===== src/rtl/ceyloniac_pkg.sv =====
// Shared definitions for the ceyloniac fetch path: FSM encoding and the
// address/data width defaults also used by the IR and instruction memory.
package ceyloniac_pkg;

    localparam int unsigned RAM_ADDR_WIDTH_DEF = 32;
    localparam int unsigned RAM_DATA_WIDTH_DEF = 32;
    localparam int unsigned COUNT_WIDTH_DEF    = 16;
    localparam int unsigned TIMEOUT_CYCLES_DEF = 255;

    typedef enum logic [1:0] {
        ST_IDLE  = 2'd0,
        ST_WAIT  = 2'd1,
        ST_WRITE = 2'd2,
        ST_DONE  = 2'd3
    } fetch_state_e;

    // Instructions are word-aligned; any set low address bit is a fault.
    function automatic logic pc_aligned(input logic [1:0] low_bits);
        return (low_bits == 2'b00);
    endfunction

endpackage


===== src/rtl/ceyloniac_fetch_timeout_counter.sv =====
// Counts WAIT cycles without mem_ready; expired is high during the cycle
// that is the LIMIT-th consecutive wait cycle.
module ceyloniac_fetch_timeout_counter #(
    parameter int unsigned LIMIT = 255
) (
    input  logic clk,
    input  logic reset,
    input  logic clear,
    input  logic enable,
    output logic expired
);

    localparam int unsigned W = (LIMIT < 2) ? 1 : $clog2(LIMIT);

    logic [W-1:0] count_q;

    assign expired = (count_q == W'(LIMIT - 1));

    always_ff @(posedge clk or posedge reset) begin
        if (reset) begin
            count_q <= '0;
        end else if (clear) begin
            count_q <= '0;
        end else if (enable && !expired) begin
            count_q <= count_q + W'(1);
        end
    end

endmodule


===== src/rtl/ceyloniac_instruction_fetch_unit.sv =====
// Multi-cycle instruction fetch controller: PC -> memory read -> IR strobe.
// Optional wait-cycle timeout is enabled by defining CEYLONIAC_FETCH_TIMEOUT_EN.
module ceyloniac_instruction_fetch_unit
    import ceyloniac_pkg::*;
#(
    parameter int unsigned RAM_ADDR_WIDTH = RAM_ADDR_WIDTH_DEF,
    parameter int unsigned RAM_DATA_WIDTH = RAM_DATA_WIDTH_DEF,
    parameter int unsigned COUNT_WIDTH    = COUNT_WIDTH_DEF,
    parameter int unsigned TIMEOUT_CYCLES = TIMEOUT_CYCLES_DEF
) (
    input  logic                      clk,
    input  logic                      reset,
    input  logic                      fetch_req,
    input  logic                      fetch_flush,
    input  logic [RAM_ADDR_WIDTH-1:0] pc,
    output logic                      mem_read,
    output logic [RAM_ADDR_WIDTH-1:0] mem_addr,
    input  logic                      mem_ready,
    input  logic [RAM_DATA_WIDTH-1:0] mem_rdata,
    output logic                      ir_write,
    output logic [RAM_DATA_WIDTH-1:0] instruction,
    output logic                      fetch_busy,
    output logic                      fetch_done,
    output logic                      fetch_err,
    output logic [COUNT_WIDTH-1:0]    fetch_count
);

    fetch_state_e              state_q, state_d;
    logic                      mem_read_q, mem_read_d;
    logic [RAM_ADDR_WIDTH-1:0] mem_addr_q, mem_addr_d;
    logic [RAM_DATA_WIDTH-1:0] instruction_q, instruction_d;
    logic                      ir_write_q, ir_write_d;
    logic                      fetch_done_q, fetch_done_d;
    logic                      fetch_err_q, fetch_err_d;
    logic [COUNT_WIDTH-1:0]    fetch_count_q, fetch_count_d;
    logic                      timeout_hit;

`ifdef CEYLONIAC_FETCH_TIMEOUT_EN
    ceyloniac_fetch_timeout_counter #(
        .LIMIT (TIMEOUT_CYCLES)
    ) u_timeout (
        .clk     (clk),
        .reset   (reset),
        .clear   (state_q != ST_WAIT),
        .enable  ((state_q == ST_WAIT) && !mem_ready),
        .expired (timeout_hit)
    );
`else
    assign timeout_hit = 1'b0;
`endif

    always_ff @(posedge clk or posedge reset) begin
        if (reset) begin
            state_q       <= ST_IDLE;
            mem_read_q    <= 1'b0;
            mem_addr_q    <= '0;
            instruction_q <= '0;
            ir_write_q    <= 1'b0;
            fetch_done_q  <= 1'b0;
            fetch_err_q   <= 1'b0;
            fetch_count_q <= '0;
        end else begin
            state_q       <= state_d;
            mem_read_q    <= mem_read_d;
            mem_addr_q    <= mem_addr_d;
            instruction_q <= instruction_d;
            ir_write_q    <= ir_write_d;
            fetch_done_q  <= fetch_done_d;
            fetch_err_q   <= fetch_err_d;
            fetch_count_q <= fetch_count_d;
        end
    end

    always_comb begin
        state_d       = state_q;
        mem_read_d    = mem_read_q;
        mem_addr_d    = mem_addr_q;
        instruction_d = instruction_q;
        ir_write_d    = 1'b0;
        fetch_done_d  = 1'b0;
        fetch_err_d   = 1'b0;
        fetch_count_d = fetch_count_q;

        case (state_q)
            ST_IDLE: begin
                if (fetch_req) begin
                    if (pc_aligned(pc[1:0])) begin
                        mem_addr_d = pc;
                        mem_read_d = 1'b1;
                        state_d    = ST_WAIT;
                    end else begin
                        fetch_err_d = 1'b1;
                    end
                end
            end
            ST_WAIT: begin
                // Flush beats arriving data; arriving data beats timeout.
                if (fetch_flush) begin
                    mem_read_d = 1'b0;
                    state_d    = ST_IDLE;
                end else if (mem_ready) begin
                    instruction_d = mem_rdata;
                    mem_read_d    = 1'b0;
                    ir_write_d    = 1'b1;
                    state_d       = ST_WRITE;
                end else if (timeout_hit) begin
                    mem_read_d  = 1'b0;
                    fetch_err_d = 1'b1;
                    state_d     = ST_IDLE;
                end
            end
            ST_WRITE: begin
                if (fetch_flush) begin
                    state_d = ST_IDLE;
                end else begin
                    fetch_done_d  = 1'b1;
                    fetch_count_d = fetch_count_q + COUNT_WIDTH'(1);
                    state_d       = ST_DONE;
                end
            end
            ST_DONE: begin
                state_d = ST_IDLE;
            end
            default: begin
                state_d = ST_IDLE;
            end
        endcase
    end

    assign mem_read    = mem_read_q;
    assign mem_addr    = mem_addr_q;
    assign instruction = instruction_q;
    assign ir_write    = ir_write_q;
    assign fetch_done  = fetch_done_q;
    assign fetch_err   = fetch_err_q;
    assign fetch_count = fetch_count_q;
    assign fetch_busy  = (state_q != ST_IDLE);

endmodule


===== config.mk =====
export PLATFORM = sky130hd
export DESIGN_NAME = ceyloniac_instruction_fetch_unit
export DESIGN_NICKNAME = d
export VERILOG_FILES = /design/src/rtl/ceyloniac_pkg.sv /design/src/rtl/ceyloniac_fetch_timeout_counter.sv /design/src/rtl/ceyloniac_instruction_fetch_unit.sv
export SDC_FILE = /design/constraint.sdc
export NUM_CORES = 1
export LEC_CHECK = 0
export ABC_CLOCK_PERIOD_IN_PS = 2550
export BUFFER_PORTS_ARGS = -buffer_cell sky130_fd_sc_hd__buf_2
export CAP_MARGIN = 40
export CORE_MARGIN = 2
export CORE_UTILIZATION = 42
export CTS_CLUSTER_DIAMETER = 200
export DETAILED_ROUTE_END_ITERATION = 6
export PLACE_DENSITY = 0.76
export SLEW_MARGIN = 20
export SYNTH_ARGS = -nofsm -noshare
export SYNTH_HDL_FRONTEND = slang
export SYNTH_HIERARCHICAL = 1
export SYNTH_SLANG_ARGS = --single-unit

===== constraint.sdc =====
create_clock -name clk -period 2.55 [get_ports clk]
set_clock_uncertainty 0.15 [all_clocks]
set_input_delay 0.1275 -clock clk [delete_from_list [all_inputs] [get_ports clk]]
set_output_delay 0.1275 -clock clk [all_outputs]
set_load 0.01 [all_outputs]

==> summary.md <==
| Metric | Value |
|---|---|
| Status | finished clean |
| Period minus WS final | 1.87 ns |
| Core area | 0.00773 sq mm |
| TritonCTS Sinks | 86 |
| Fill cells | 576 |
| Final WL | 8.36 mm |
| Mean routed wirelength per cell | 15.0 microns |
| Worst Setup Path Type | reg -> reg |
| Cell taking the most area after synthesis | dfrtp_1 |
| Pleak | 0.00261 uW |
| Slew Viols, Final | 0 |
| Longest Clk Path Bufs | 2 |
| Worst Setup Start Kind | register |
| 1st-iter DRT viols | 96 |
| Routability cong. | 0.756 |
| Max Cap Viol | 0 |
| Vias in the first global route | 2,721 |
| Synth area leaders | dfrtp_1, mux2_2, xor2_1 |
| Die W | 93.2 microns |
| # hold bufs at CTS | 69 |
| Setup_tns | 0 ns |
| Setup Viol. Count Final | 0 |
| Share of cells above drive strength 1 | 53.7% |
| Max Fclk | 534 MHz |
| Netlist Area Pre-Place | 0.00334 sq mm |
| Layout area overhead | 54.5% |
| HPWL after DPL | 5.31 mm |
| Tcrit/Tclk final | 73.5% |
| Critical path capture point type | register |
| Num CTS Buffers | 9 |
| Unrepaired setup endpoints after global routing | false |
| GRT Resource Usage Total | 19.6% |
| 1st-pass router iterations | 4 |
| DRC Markers | 0 |
| Total gr overflow | 0 |
| CP arrival | 1.95 ns |
| Distinct cells, synth | 27 |
| First-pass GRT wire length | 13.1 mm |
| Most common cell after layout, fill and taps aside | buf_2 |
| Syn Nets | 291 |
| # port buffers | 153 |
| CTS tree | built |
| Max transition margin | 68.9% |
| Die height | 93.2 microns |
| Reg-to-reg slack, setup | 0.68 ns |
| Initial core utilization | 43.2% |
| Worst hold path type | in -> reg |
| Via count of the routed design | 2,628 |
| Flops & latches, synth | 86 |
| Final #Nets | 521 |
| Post-CTS Setup Inserts | 0 |
| Vias per std cell | 4.70 |
| Top-area cell type share of the netlist area | 64.4% |
| Post-cts sizing count | 0 |
| Syn Area/Cell | 15.1 sq um |
| Antenna Violating Nets Remaining | 0 |
| Largest net degree at the start of global routing | 34 |
| Root buffer cell | clkbuf_8 |
| Final Hold Viols | 0 |
| H-tree depth | 3 |
| Placed Area | 0.00424 sq mm |
| Clock-pin slew on the worst setup and hold paths | 0.08 ns |
| Critical Path RT | 2.62 ns |
| Max VDD drop | 0.450 mV |
| I/O pin cnt | 154 |
| Worst Max-Slew Pin Slew | 0.465 ns |
| Yosys warns | 6 |
| Clk_lat worst skew | 0.33 ns |
| Design area | 0.00516 sq mm |
| Most frequent cells in the layout | buf_2, dfrtp_1, dlygate4sd3_1 |
| Initial antenna violation count | 0 |
| Hold_ws | 0.0303 ns |
| Sequential fraction of the synthesis area | 64.4% |
| PwrDens | 802 mW/mm^2 |
| Crit Path Max Fanout | 23 |
| Synth Instances | 221 |
| Die area | 0.00868 sq mm |
| Placement Rows | 32 |
[report_power, final]
group | leakage, uW | switching (uW) | total, uW | internal (uW)
clock | 0.000116 | 464 | 1070 | 605
sequential | 0.00106 | 192 | 1920 | 1730
combinational | 0.00143 | 524 | 1150 | 629
total | 0.00261 | 1180 | 4140 | 2960
[synthesized netlist by cell type]
cell type / instances
o21bai_1: 1
nand3b_1: 1
nand4_1: 3
a21oi_1: 3
dfrtp_1: 86
or2_2: 1
xnor2_1: 6
nor3_1: 4
buf_2: 6
nor2_1: 10
nand4_4: 1
nor3b_1: 1
clkbuf_1: 1
nor4_4: 1
mux2_2: 63
and2_1: 2
nand2_1: 4
nor3b_4: 1
nand3_1: 4
nor4b_1: 1
and4bb_2: 1
xor2_1: 9
buf_6: 1
inv_1: 7
ha_1: 1
or2b_1: 1
and3_1: 1
[final timing paths]
path | from | cells after the start | endpoint
max in group asynchronous | reset | 4 | mem_addr[25]$_DFFE_PP0P_
min in group asynchronous | reset | 3 | instruction[17]$_DFFE_PP0P_
worst max register to register | state_q[0]$_DFFE_PP0P_ | 4 | mem_addr[24]$_DFFE_PP0P_
worst min-delay path | mem_ready | 4 | state_q[0]$_DFFE_PP0P_
worst min register to register | fetch_count[8]$_DFFE_PP0P_ | 1 | fetch_count[8]$_DFFE_PP0P_
worst max-delay path | state_q[0]$_DFFE_PP0P_ | 4 | mem_addr[24]$_DFFE_PP0P_
[layout make-up]
type	count	area, sq um	share of cell area, %
flip-flops and latches	86	2150	41.7
inverters	7	27.5	0.533
multi-input cells	120	1120	21.8
clock inverters	5	81.3	1.58
repair buffers	227	1490	28.9
clock buffers	11	151	2.93
diodes	1	2.50	0.0485
well taps	102	128	2.47
[metal layers]
metal | GRT usage (%) | share of wire (%)
met4 | 7.48 | 1.7
met2 | 36.3 | 54
met1 | 21.5 | 39
met3 | 4.67 | 6.0
met5 | 0 | 0
[sequential cells by signal, summed over array words and instances (netlist names)]
signal and count:
fetch_count 16, fetch_done 1, state_q 2, mem_addr 32, instruction 32, fetch_err 1
ir_write 1, mem_read 1
[stage by stage]
stage	worst slack (ns)	total power (uW)	utilization, %	cells
finish	0.677	4140	66.8	559
global route	0.551	4370	66.8	558
CTS	0.643	4170	66.8	558
detailed placement	0.644	3010	54.8	473
global placement	0.760	2960	54.8	473
floorplan	0.0507	2490	-	221
[cell families after synthesis]
logic type,share of synthesized area (%)
XOR/XNOR,3.93
buffers and inverters,2.13
AND/OR/NAND/NOR,7.23
adder cells (fa/ha/maj),0.374
AO/OA/AOI/OAI,0.674
multiplexers,21.2
flip-flops,64.4
[critical path: stages (launching register included)]
cell	delay, ns
dfrtp_1	0.47
nor2_1	0.22
nand3_2	0.27
buf_4	0.33
mux2_2	0.31
Power figures use the tool's default switching activity.
